File: src/rtl/uart_tx.sv
// uart_tx: UART transmitter with 16x oversampled start/data/stop framing and a registered line output.
module uart_tx #(
    parameter int DBIT    = 8,
    parameter int SB_TICK = 16
) (
    input  logic       clk,
    input  logic       rst,
    input  logic       s_tick,
    input  logic       tx_start,
    input  logic [7:0] din,
    output logic       tx,
    output logic       tx_busy,
    output logic       tx_done_tick
);
    localparam int SW = (SB_TICK > 16) ? $clog2(SB_TICK) : 4;
    localparam int NW = (DBIT > 1) ? $clog2(DBIT) : 1;
    localparam logic [SW-1:0] S_BIT  = SW'(15);
    localparam logic [SW-1:0] S_STOP = SW'(SB_TICK - 1);
    localparam logic [NW-1:0] N_LAST = NW'(DBIT - 1);
    typedef enum logic [1:0] {IDLE, START, DATA, STOP} state_t;
    state_t          state, state_n;
    logic [SW-1:0]   s, s_n;
    logic [NW-1:0]   n, n_n;
    logic [DBIT-1:0] b, b_n;
    logic            tx_n, done_n;
    always_comb begin
        state_n = state;
        s_n     = s;
        n_n     = n;
        b_n     = b;
        done_n  = 1'b0;
        case (state)
            IDLE: if (tx_start) begin
                state_n = START;
                s_n     = '0;
                b_n     = din[DBIT-1:0];
            end
            START: if (s_tick) begin
                if (s == S_BIT) begin
                    state_n = DATA;
                    s_n     = '0;
                    n_n     = '0;
                end else s_n = s + 1'b1;
            end
            DATA: if (s_tick) begin
                if (s == S_BIT) begin
                    s_n = '0;
                    b_n = b >> 1;
                    if (n == N_LAST) state_n = STOP;
                    else n_n = n + 1'b1;
                end else s_n = s + 1'b1;
            end
            STOP: if (s_tick) begin
                if (s == S_STOP) begin
                    state_n = IDLE;
                    done_n  = 1'b1;
                end else s_n = s + 1'b1;
            end
            default: state_n = IDLE;
        endcase
        // line level follows the state being entered so tx is a clean register output
        tx_n = (state_n == START) ? 1'b0 : (state_n == DATA) ? b_n[0] : 1'b1;
    end
    always_ff @(posedge clk) begin
        if (rst) begin
            state        <= IDLE;
            s            <= '0;
            n            <= '0;
            b            <= '0;
            tx           <= 1'b1;
            tx_done_tick <= 1'b0;
        end else begin
            state        <= state_n;
            s            <= s_n;
            n            <= n_n;
            b            <= b_n;
            tx           <= tx_n;
            tx_done_tick <= done_n;
        end
    end
    assign tx_busy = (state != IDLE);
endmodule

File: config.mk
export PLATFORM = sky130hd
export DESIGN_NAME = uart_tx
export DESIGN_NICKNAME = d
export VERILOG_FILES = /design/src/rtl/uart_tx.sv
export SDC_FILE = /design/constraint.sdc
export NUM_CORES = 1
export LEC_CHECK = 0
export BUFFER_PORTS_ARGS = -buffer_cell sky130_fd_sc_hd__buf_2
export CORE_MARGIN = 5
export CORE_UTILIZATION = 55
export CTS_BUF_LIST = sky130_fd_sc_hd__clkbuf_4 sky130_fd_sc_hd__clkbuf_8 sky130_fd_sc_hd__clkbuf_16
export DETAILED_ROUTE_END_ITERATION = 16
export HOLD_SLACK_MARGIN = 0.15
export PLACE_DENSITY = 0.87
export SKIP_CTS_REPAIR_TIMING = 1
export SYNTH_ARGS = -nofsm -noshare
export SYNTH_HDL_FRONTEND = slang
export SYNTH_SLANG_ARGS = --single-unit
export TNS_END_PERCENT = 50
File: constraint.sdc
create_clock -name clk -period 2.6 [get_ports clk]
set_clock_uncertainty 0.2 [all_clocks]
set_input_delay 0.13 -clock clk [delete_from_list [all_inputs] [get_ports clk]]
set_output_delay 0.13 -clock clk [all_outputs]
set_load 0.05 [all_outputs]
Word-level counts from Yosys, hierarchy flattened
Index checks and enable logic that the tools add are counted.
{ "totals": {"ff_bits": 19, "latch_bits": 0, "ramBits": 0, "rom_bits": 0, "in_bits": 12, "wordCells": 64, "memories": 0} }
{ "classes": {"n_addsub": 2, "n_mul": 0, "div": 0, "n_lt_le_gt_ge": 0, "n_eq_ne": 16, "shifts": 0, "muxes": 28, "bitwise": 2, "n_reduce_logical": 9} }
{ "op_table": {"columns": ["op", "n"], "rows": [
  ["$mux 8", 3],
  ["$mux 4", 5],
  ["$mux 2", 8],
  ["$ne 2x2->1 const B", 8],
  ["$pmux 8 s2", 1],
  ["$mux 3", 5],
  ["$pmux 4 s3", 1],
  ["$pmux 2 s4", 1],
  ["$reduce_and 4->1", 2],
  ["$eq 2x2->1 const B", 3],
  ["$pmux 3 s2", 1],
  ["$reduce_and 6->1", 1],
  ["$reduce_bool 2->1", 3],
  ["$add 4x1->4 const B", 1],
  ["$eq 2x1->1 const B", 2],
  ["$eq 4x4->1 const B", 1],
  ["$add 3x1->3 const B", 1],
  ["$eq 3x3->1 const B", 1],
  ["$mux 1", 3],
  ["$reduce_or 3->1", 1],
  ["$logic_not 2->1", 1],
  ["$ne 2x1->1 const B", 1],
  ["$not 1->1", 2],
  ["$reduce_or 2->1", 1]
]} }

Longest topological paths before layout
{ "depth": {"ltp_word": 8, "depth_mapped": 8, "ltp_nobuf": 6} }

Least setup slack after synthesis
Ideal clock, no wire load.
{ "synth_timing": {"path_kind": "reg2reg", "startpoint": "reg state[0]", "endpoint": "reg tx", "setup_ps": 121, "t_arrival_ps": 2125, "t_required_ps": 2279, "setup_slack_ps": 154, "stages_incl_launch_ff": 8, "period_less_slack_ps": 2446, "path_cell_list": "dfxtp_1 -> inv_1 -> ha_1 -> buf_2 -> inv_1 -> o32ai_1 -> or4_1 -> mux2_2"} }
{ "synth_via": {"elab_chain_cells": 7, "elab_cells_between_ends": 18, "classes_between": "eq/ne (5); mux (12); reduce/logical (1)"} }
{ "synth_rtl": {"columns": ["element", "line_no", "source"], "rows": [
  ["from (decl)", "21", "state_t state, state_n;"],
  ["from (signal assigned)", "73", "state <= state_n;"],
  ["$mux 2", "49", "if (n == N_LAST) state_n = STOP;"],
  ["$mux 2", "46", "if (s == S_BIT) begin"],
  ["$mux 2", "45", "DATA: if (s_tick) begin"],
  ["$pmux 2 s4", "32", "case (state)"],
  ["$eq 2x2->1", "62", "tx_n = (state_n == START) ? 1'b0 : (state_n == DATA) ? b_n[0] : 1'b1;"],
  ["$mux 1", "62", null],
  ["$mux 1 (*)", "62", null],
  ["to (signal assigned)", "77", "tx <= tx_n;"],
  ["to (decl)", "11", "output logic tx,"]
]} }
Every way passes the cells marked *; elsewhere a longest branch is shown, timed or not.
A chain may end at the register's enable or synchronous reset.

Worst setup path in the final report
{ "layout_timing": {"startpoint": "reg state[0]", "endpoint": "reg s[2]"} }
{ "layout_via": {"elab_chain_cells": 4, "elab_cells_between_ends": 11, "classes_between": "eq/ne (7); mux (1); reduce/logical (3)"} }
{ "layout_rtl": {"columns": ["element", "line_no", "source"], "rows": [
  ["$eq 2x2->1 / $eq 2x1->1 (equally long branches)", "32", null],
  ["$reduce_or 2->1 (no source line)", null, null],
  ["$ne 2x1->1 (no source line)", null, null],
  ["$reduce_and 4->1 (no source line)", null, null],
  ["to (signal assigned)", "74", "s <= s_n;"],
  ["to (decl)", "22", "logic [SW-1:0] s, s_n;"]
]} }
Parallel ways exist; a longest one is shown, timed or not.

==> results.sh <==
export IMPL_fin_crit_sh_pct=93.31
export IMPL_viasPerCell=5.865
export IMPL_r2r_slack_ns=0.17
export IMPL_rr_worst_depth=7
export IMPL_stdcell_area_mm2=0.001276
export IMPL_area_growth_pct=20.14
export IMPL_hold_end="b[7]"
export IMPL_hpwl_um=1725
export IMPL_synth_cell_types=36
export IMPL_grt_setup_unrepaired="false"
export IMPL_hold_depth=4
export IMPL_cp_arrival_ns=2.41
export IMPL_initial_utilization_pct=59.58
export IMPL_synth_top_cell_area_share_pct=35.81
export IMPL_grt_ovfl_total=0
export IMPL_io_buffers=14
export IMPL_hold_class="in2reg"
export IMPL_power_leakage_nw=0.5166
export IMPL_relSlewSlack_pct=66.83
export IMPL_synth_area_leaders="dfxtp_1, ha_1, a211oi_1"
export IMPL_total_power_uw=583.7
export IMPL_syn_inst=122
export IMPL_grt_pass1_vias=893
export IMPL_cp_required_ns=2.59
export IMPL_startpoint_type="register"
export IMPL_first_iter_violations=28
export IMPL_critical_path_max_fanout=6
export IMPL_hold_start="tx_start"
export IMPL_wire_per_inst_um=14.56
export IMPL_syn_nets=141
export IMPL_cts_buffers=3
export IMPL_status="finished clean"
export IMPL_core_area_mm2=0.001783
export IMPL_drv_slew=0
export IMPL_clk_latency_ns=0.29
export IMPL_routed_wl_um=2475
export IMPL_drc_errors=0
export IMPL_final_nets=165
export IMPL_ys_seq_area_share_pct=35.81
export IMPL_grt_start_max_net_pins=18
export IMPL_fmaxAchievable_ghz=0.4122
export IMPL_fillers=129
export IMPL_synth_largest_area_cell="dfxtp_1"
export IMPL_fin_cells=170
export IMPL_grt_pass1_wl_um=3705
export IMPL_antenna_found_initial=0
export IMPL_finalCriticalPeriod_ns=2.426
export IMPL_finalSetupTns_ns=0
export IMPL_clock_sinks=19
export IMPL_ys_ff_latch=19
export IMPL_routabilityCongestion=0.9364
export IMPL_post_dp_cell_area_mm2=0.001139
export IMPL_ant_nets=0
export IMPL_p_per_area_mw_per_mm2=457.4
export IMPL_timing_final_hold_violations=0
export IMPL_worstReg2RegEnd="s[2]"
export IMPL_timing_rr_start="state[0]"
export IMPL_rows=15
export IMPL_worst_pin_slew_ns=0.4976
export IMPL_clk_path_buf_depth=2
export IMPL_ios=15
export IMPL_cts_tree="yes"
export IMPL_dieArea_mm2=0.002910
export IMPL_fp_dieH_um=53.95
export IMPL_vias=997
export IMPL_crit_path_start="state[0]"
export IMPL_drv_cap=0
export IMPL_root_buffer="clkbuf_4"
export IMPL_drtPass1Iterations=4
export IMPL_drive_gt1_share_pct=17.24
export IMPL_setup_violations=0
export IMPL_avgSynthCellArea_um2=8.707
export IMPL_clk_pin_slew_worst_paths_ns=0.11
export IMPL_dieWidth_um=53.95
export IMPL_ys_warn_count=0
export IMPL_vdd_drop_max_mv=0.2890
export IMPL_h_tree_depth=1
export IMPL_path_class="reg2reg"
export IMPL_dp_cells=155
export IMPL_grt_total_usage_pct=17.48
export IMPL_cp_end_kind="register"
export IMPL_n_antenna_cell=0
export IMPL_syn_area_mm2=0.001062
-- area by class of cell --
type | count | area (um^2) | share of cell area (%)
Clock buffer | 3 | 22.52 | 1.765
Multi-Input combinational cell | 92 | 634.4 | 49.71
Clock inverter | 1 | 5.005 | 0.3922
Timing Repair Buffer | 26 | 187.7 | 14.71
Inverter | 4 | 15.01 | 1.176
Sequential cell | 19 | 380.4 | 29.80
Tap cell | 25 | 31.28 | 2.451
-- stage by stage --
stage	utilization (%)	setup WS, ns	hold slack [ns]
after floorplan	-	0.1541	0.1541
after global placement	63.86	0.4539	0.2566
after detailed placement	63.86	0.3797	0.2673
after CTS	65.40	0.3529	-0.01091
after global routing	71.58	0.05117	0.1585
final	71.58	0.1740	0.1352
-- state kept, by name (all words and copies together), names as in the netlist --
name	flops
tx	1
n	3
b	8
state	2
s	4
tx_done_tick	1
-- Yosys cell counts --
cell,instances
o21a_1,1
o32ai_1,1
clkbuf_1,3
nor2_1,14
buf_4,1
a211oi_1,8
inv_1,4
or4b_1,1
and4_4,1
a31oi_1,1
or4_1,3
buf_2,2
nor2b_1,3
o21bai_1,2
or3b_2,1
a211oi_2,2
o21ai_1,1
nor3_1,1
and3_1,3
mux2_2,1
ha_1,7
nand3_1,4
o21ai_0,4
o211ai_1,1
or3_1,1
nand2_1,5
nand2b_1,3
buf_1,1
a21oi_1,6
nand4_1,2
and2_1,2
a2111oi_2,1
dfxtp_1,19
mux2i_1,4
a22oi_1,7
and2_0,1
-- worst max-delay path: stages (launching register included) --
cell	delay, ns
dfxtp_1	0.42
inv_1	0.09
ha_1	0.34
o21bai_1	0.21
nand3_1	0.22
o21ai_0	0.21
a21oi_1	0.07
dlygate4sd3_1	0.56
-- how the worst max path moves through the flow --
stage                 to  slack (ns)  cells after the start
detailed placement    tx        0.38                      6
CTS                   tx        0.35                      6
floorplan             tx        0.15                      7
global placement      tx        0.45                      6
finish              s[2]        0.17                      7
global route        s[2]        0.05                      7
-- logic make-up (layout without fill, tap and decap cells) --
group / after synthesis / after routing / share of synthesized area, %
AOI/OAI and AO/OA: 35 / 35 / 23.79
buffers and inverters: 11 / 34 / 4.475
and+or+nand+nor: 45 / 45 / 22.85
adders and majority gates: 7 / 7 / 8.245
DFF: 19 / 19 / 35.81
muxes: 5 / 5 / 4.829
-- power breakdown --
part	internal (mW)	switching, mW	leakage [nW]
clock	0.0572	0.0899	0.0177
sequential	0.306	0.00997	0.155
combinational	0.0515	0.0689	0.344
-- metal layers --
metal	wire, um	part of all wire (%)	global-route usage (%)
met2	1282	52	29.03
met1	1047	42	20.74
met5	0	0	0
met3	76	3.1	2.770
met4	69	2.8	11.06
-- cell usage in the layout (no fill, tap or decap), drive strengths merged, types with 2 or more instances in the layout --
master,netlist,routed
a22oi,7,7
clkbuf,3,3
nand2,5,5
nand2b,3,3
and3,3,3
o21bai,2,2
and2,3,3
nand3,4,4
nor2,14,14
a211oi,10,10
ha,7,7
o21ai,5,5
or4,3,3
inv,4,4
mux2i,4,4
nand4,2,2
buf,4,15
a21oi,6,6
dfxtp,19,19
nor2b,3,3
dlygate4sd3,0,11
No activity file was read; power rests on OpenSTA's default activity.
